**config.mk**
```make
export PLATFORM = sky130hd
export DESIGN_NAME = tvip_reset_sequencer
export DESIGN_NICKNAME = d
export VERILOG_FILES = /design/src/rtl/tvip_reset_sequencer.sv
export SDC_FILE = /design/constraint.sdc
export NUM_CORES = 1
export LEC_CHECK = 0
export ABC_AREA = 1
export CORE_UTILIZATION = 43
export CTS_BUF_LIST = sky130_fd_sc_hd__clkbuf_4 sky130_fd_sc_hd__clkbuf_8
export DETAILED_ROUTE_END_ITERATION = 12
export PLACE_DENSITY = 0.76
export SETUP_SLACK_MARGIN = 0.02
export SLEW_MARGIN = 20
export SYNTH_ARGS = -nofsm -noshare
export SYNTH_HDL_FRONTEND = slang
export SYNTH_SLANG_ARGS = --single-unit
```
**constraint.sdc**
```tcl
create_clock -name clk -period 1.25 [get_ports clk]
set_input_delay 0.3125 -clock clk [delete_from_list [all_inputs] [get_ports clk]]
set_output_delay 0.3125 -clock clk [all_outputs]
set_load 0.005 [all_outputs]
```
**src/rtl/tvip_reset_sequencer.sv**
```systemverilog
// -----------------------------------------------------------------------------
// tvip_reset_sequencer
//
// Consumes the active-low reset coming from the testbench reset driver. The
// reset is asserted asynchronously and released synchronously to clk. The
// block then releases NUM_STAGES downstream reset domains one after another,
// STAGE_GAP cycles apart, and raises ready once every domain is out of reset.
// A four-phase soft-reset handshake (req/ack) re-runs the same release
// sequence without a hard reset.
//
// Ports:
//   clk               sole clock, all state on posedge
//   reset_n           asynchronous active-low hard reset
//   soft_reset_req    level soft-reset request, sampled only while READY
//   soft_reset_ack    high once the soft-reset hold time is met, until req drops
//   stage_reset_n     active-low staged resets, bit k = stage k
//   ready             all stages released, sequence complete
//   soft_reset_count  saturating count of accepted soft resets
// -----------------------------------------------------------------------------
module tvip_reset_sequencer #(
    parameter int SYNC_STAGES       = 2,
    parameter int NUM_STAGES        = 3,
    parameter int STAGE_GAP         = 4,
    parameter int SOFT_RESET_CYCLES = 8,
    parameter int COUNT_WIDTH       = 8
) (
    input  logic                   clk,
    input  logic                   reset_n,
    input  logic                   soft_reset_req,
    output logic                   soft_reset_ack,
    output logic [NUM_STAGES-1:0]  stage_reset_n,
    output logic                   ready,
    output logic [COUNT_WIDTH-1:0] soft_reset_count
);

    localparam int GAP_W  = $clog2(STAGE_GAP + 1);
    localparam int HOLD_W = $clog2(SOFT_RESET_CYCLES + 1);

    localparam logic [GAP_W-1:0]      GAP_LAST     = GAP_W'(STAGE_GAP - 1);
    localparam logic [HOLD_W-1:0]     HOLD_LAST    = HOLD_W'(SOFT_RESET_CYCLES - 1);
    localparam logic [NUM_STAGES-1:0] ALL_RELEASED = {NUM_STAGES{1'b1}};
    localparam logic [NUM_STAGES-1:0] FIRST_STAGE  = NUM_STAGES'(1);

    typedef enum logic [2:0] {
        ST_HOLD,
        ST_RELEASE,
        ST_READY,
        ST_SOFT,
        ST_ACK
    } state_e;

    // ------------------------------------------------------------------
    // Reset synchronizer: a shift chain of ones, cleared by reset_n.
    // ------------------------------------------------------------------
    logic [SYNC_STAGES-1:0] sync_q;
    logic [SYNC_STAGES-1:0] sync_d;
    logic                   sync_n;

    genvar gi;
    generate
        for (gi = 0; gi < SYNC_STAGES; gi++) begin : g_sync
            if (gi == 0) begin : g_head
                assign sync_d[gi] = 1'b1;
            end else begin : g_tail
                assign sync_d[gi] = sync_q[gi-1];
            end
        end
    endgenerate

    assign sync_n = sync_q[SYNC_STAGES-1];

    // ------------------------------------------------------------------
    // Sequencer state
    // ------------------------------------------------------------------
    state_e                 state_q,  state_d;
    logic [NUM_STAGES-1:0]  stage_q,  stage_d;
    logic                   ready_q,  ready_d;
    logic                   ack_q,    ack_d;
    logic [COUNT_WIDTH-1:0] count_q,  count_d;
    logic [GAP_W-1:0]       gap_q,    gap_d;
    logic [HOLD_W-1:0]      hold_q,   hold_d;

    always_comb begin
        state_d = state_q;
        stage_d = stage_q;
        ready_d = ready_q;
        ack_d   = ack_q;
        count_d = count_q;
        gap_d   = gap_q;
        hold_d  = hold_q;

        case (state_q)
            ST_HOLD: begin
                stage_d = '0;
                ready_d = 1'b0;
                ack_d   = 1'b0;
                if (sync_n) begin
                    stage_d = FIRST_STAGE;
                    gap_d   = '0;
                    state_d = ST_RELEASE;
                end
            end

            ST_RELEASE: begin
                // Stages are released strictly in order, so a left shift
                // filling with ones releases the next one; all-ones means the
                // last stage went out on the previous edge.
                if (stage_q == ALL_RELEASED) begin
                    ready_d = 1'b1;
                    state_d = ST_READY;
                end else if (gap_q == GAP_LAST) begin
                    stage_d = (stage_q << 1) | FIRST_STAGE;
                    gap_d   = '0;
                end else begin
                    gap_d = gap_q + GAP_W'(1);
                end
            end

            ST_READY: begin
                if (soft_reset_req) begin
                    stage_d = '0;
                    ready_d = 1'b0;
                    hold_d  = '0;
                    if (count_q != {COUNT_WIDTH{1'b1}}) begin
                        count_d = count_q + COUNT_WIDTH'(1);
                    end
                    state_d = ST_SOFT;
                end
            end

            ST_SOFT: begin
                // The request is not looked at here: dropping it early only
                // shortens the ACK phase, never the hold time.
                if (hold_q == HOLD_LAST) begin
                    ack_d   = 1'b1;
                    state_d = ST_ACK;
                end else begin
                    hold_d = hold_q + HOLD_W'(1);
                end
            end

            ST_ACK: begin
                if (!soft_reset_req) begin
                    ack_d   = 1'b0;
                    stage_d = FIRST_STAGE;
                    gap_d   = '0;
                    state_d = ST_RELEASE;
                end
            end

            default: begin
                state_d = ST_HOLD;
            end
        endcase
    end

    always_ff @(posedge clk or negedge reset_n) begin
        if (!reset_n) begin
            sync_q  <= '0;
            state_q <= ST_HOLD;
            stage_q <= '0;
            ready_q <= 1'b0;
            ack_q   <= 1'b0;
            count_q <= '0;
            gap_q   <= '0;
            hold_q  <= '0;
        end else begin
            sync_q  <= sync_d;
            state_q <= state_d;
            stage_q <= stage_d;
            ready_q <= ready_d;
            ack_q   <= ack_d;
            count_q <= count_d;
            gap_q   <= gap_d;
            hold_q  <= hold_d;
        end
    end

    assign stage_reset_n    = stage_q;
    assign ready            = ready_q;
    assign soft_reset_ack   = ack_q;
    assign soft_reset_count = count_q;

endmodule

```
==> qor.yml <==
outcome:
  status: "finished with violations"
  failed_checks: "setup timing"
timing:
  period_share_pct: 106
  finClkSkew_ns: 0.00483
  rsz0062_at_grt: "true"
  fin_crit_ns: 1.32
  slew_violations: 0
  finalSetupViolCount: 15
  fmax_ghz: 0.757
  fin_ws_ns: -0.0713
  hold_violations: 0
pwr:
  vdd_drop_max_mv: 1.26
  seqPwrFrac_pct: 28.9
  p_leak_nw: 1.10
  clockPowerShare_pct: 8.9
  pwr-share-comb_pct: 62.2
  total_power_w: 0.00439
  swShare_pct: 43.6
  power.internal_w: 0.00247
  power_density_nw_per_um2: 1990
  switchingPower_w: 0.00191
finish:
  drive_gt1_share_pct: 53.6
  fill_cells: 218
  n_antenna_cell: 0
  area_growth_pct: 62.4
  final_common_cell: "nand2_1"
  nets: 246
  most-common-layout-cells: "42 x nand2_1, 36 x buf_4, 21 x dfrtp_1"
place:
  place.port_buffers: 15
  routabilityCongestion: 0.922
  place_ws_ns: -0.288
  dp_hpwl_microns: 2090
clocking:
  clk_pin_slew_ns: 0.14
  cts_hold_buf: 0
  numCtsBuffers: 3
  ctsRootBufferMaster: "clkbuf_4"
  cts_tree: "yes"
  cts_num_sinks: 25
  cts_buffer_depth: 2
  htree_levels: 1
  clk_latency_ns: 0.32
critical_path:
  crit_arrival_ns: 1.55
  crit_start: "state_q[0]$_DFFE_PN0P_"
  regToRegSetupSlack_ns: -0.07
  reg2reg_from: "state_q[0]$_DFFE_PN0P_"
  cp-end-kind: "register"
  criticalPathCategory: "reg2reg"
  required_ns: 1.48
  cp_max_fo: 7
  worstSetupStartpointType: "register"
detailed_routing:
  top_layer_used: "met4"
  dr.pass1.iters: 4
  wl_microns: 3630
  via_count: 1400
  wl_met1_microns: 1440
  drtIter0Drc: 50
  ant_nets: 0
  drc: 0
  vias_per_cell: 4.95
  wl_met3_microns: 132
  avgRoutedWirePerCell_microns: 12.8
  wl_met2_microns: 1980
synth:
  synth_cells: 175
  yosys_warnings: 0
  synth_fp_nets: 181
  yosysUniqueCellTypes: 23
  syn_area_sq_um: 1360
  postSynthAreaPerCell_sq_um: 7.76
  seq_area_frac_synth_pct: 46.1
  synth_seq_cells: 25
worst_hold_path:
  hp-class: "in2async"
global_route:
  grt_pass1_vias: 1315
  grt_pass1_wl_microns: 5540
  grt.overflow.total: 0
  antenna_found_initial: 0
  grt_start_max_net_pins: 26
  track_usage_pct: 21.6
floorplanning:
  die_w_microns: 58.2
  initial_core_util_pct: 44.8
  die_area_sq_um: 3390
  rows: 20
  die_h_microns: 58.2
  io_pins: 16
  fp.coreArea_sq_um: 3030
flow_run:
  maxCapViolations: 0
[logic make-up after synthesis]
| logic type | after synthesis | share of synthesized area (%) |
|---|---|---|
| AOI/OAI and AO/OA | 18 | 7.93 |
| other | 1 | 0.276 |
| buffers and inverters | 19 | 6.08 |
| DFF | 25 | 46.1 |
| and+or+nand+nor | 103 | 33.0 |
| adders and majority gates | 3 | 2.77 |
| xor gates and xnor gates | 6 | 3.87 |
[routing by layer]
layer	GRT usage [%]	vias to the layer above
met1	24.5	667
met2	39.4	33
li1	-	691
met3	5.36	9
met4	7.48	0
met5	0	-
[cell type report]
cell class	instances	area (sq um)	area share, %
Timing Repair Buffer	62	494	22.4
Tap cell	44	55.1	2.50
Inverter	17	71.3	3.23
Multi-Input combinational cell	131	923	41.9
Sequential cell	25	631	28.6
Clock buffer	4	30.0	1.36
[critical path, stage by stage, from the launching register on]
cell and delay [ns]:
dfrtp_2 0.52, nand2_2 0.14, nand2_1 0.10, nand2_1 0.08, o21ai_1 0.06, inv_1 0.12, nand2_2 0.08, nand2_1 0.07
nand2_1 0.05
[sequential cells by signal, summed over array words and instances, names as in the netlist]
name and flops:
gap_q 3, hold_q 4, ready 1, soft_reset_ack 1
soft_reset_count 8, stage_reset_n 3, state_q 3, sync_q 2
[worst paths after layout]
path	end	depth (start not counted)
min in group clk	sync_q[1]$_DFF_PN0_	0
worst min register to register	sync_q[1]$_DFF_PN0_	0
max in group asynchronous	state_q[2]$_DFFE_PN0P_	2
worst max-delay path	stage_reset_n[1]$_DFFE_PN0P_	8
worst min-delay path	ready$_DFFE_PN0P_	2
worst max register to register	stage_reset_n[1]$_DFFE_PN0P_	8
[power by group through the flow]
stage | Sequential [W] | Clock, W | Combinational, W
after detailed placement | 0.00125 | 0 | 0.00178
after CTS | 0.00124 | 0.000396 | 0.00239
after global placement | 0.00124 | 0 | 0.00175
final | 0.00127 | 0.000389 | 0.00273
after floorplan | 0.00122 | 0 | 0.00110
after global routing | 0.00129 | 0.000427 | 0.00298
[metrics by stage]
stage                     utilization, %  std cells  hold slack (ns)  TNS [ns]  cell area [sq um]
after floorplan                        -        175           0.0169    -0.214               1370
after global placement              58.6        259            0.333     -4.30               1770
after detailed placement            58.6        259            0.358     -4.73               1770
after CTS                           67.7        280            0.319    -0.949               2050
after global routing                72.8        283            0.310     -2.09               2200
final                               72.8        283            0.316    -0.594               2200
[synthesized netlist by cell type (all sizes together)]
library cell,count,area (sq um)
inv,16,60.1
nand3b,2,15.0
buf,2,18.8
dfrtp,25,626
nor2,20,90.1
clkinv,1,3.75
xor2,1,8.76
a21oi,5,25.0
xnor2,5,43.8
ha,3,37.5
nand2,62,243
conb,1,3.75
nand3,19,100
o21ai,12,75.1
a22oi,1,7.51
[timing repair]
action / 4_1_cts / 5_1_grt
endpoints found under the setup margin: 32 / 25
resized for setup: 92 / 39
setup buffers: 17 / 3
pin swaps: 14 / 17
(Power assumes the default switching activity.)
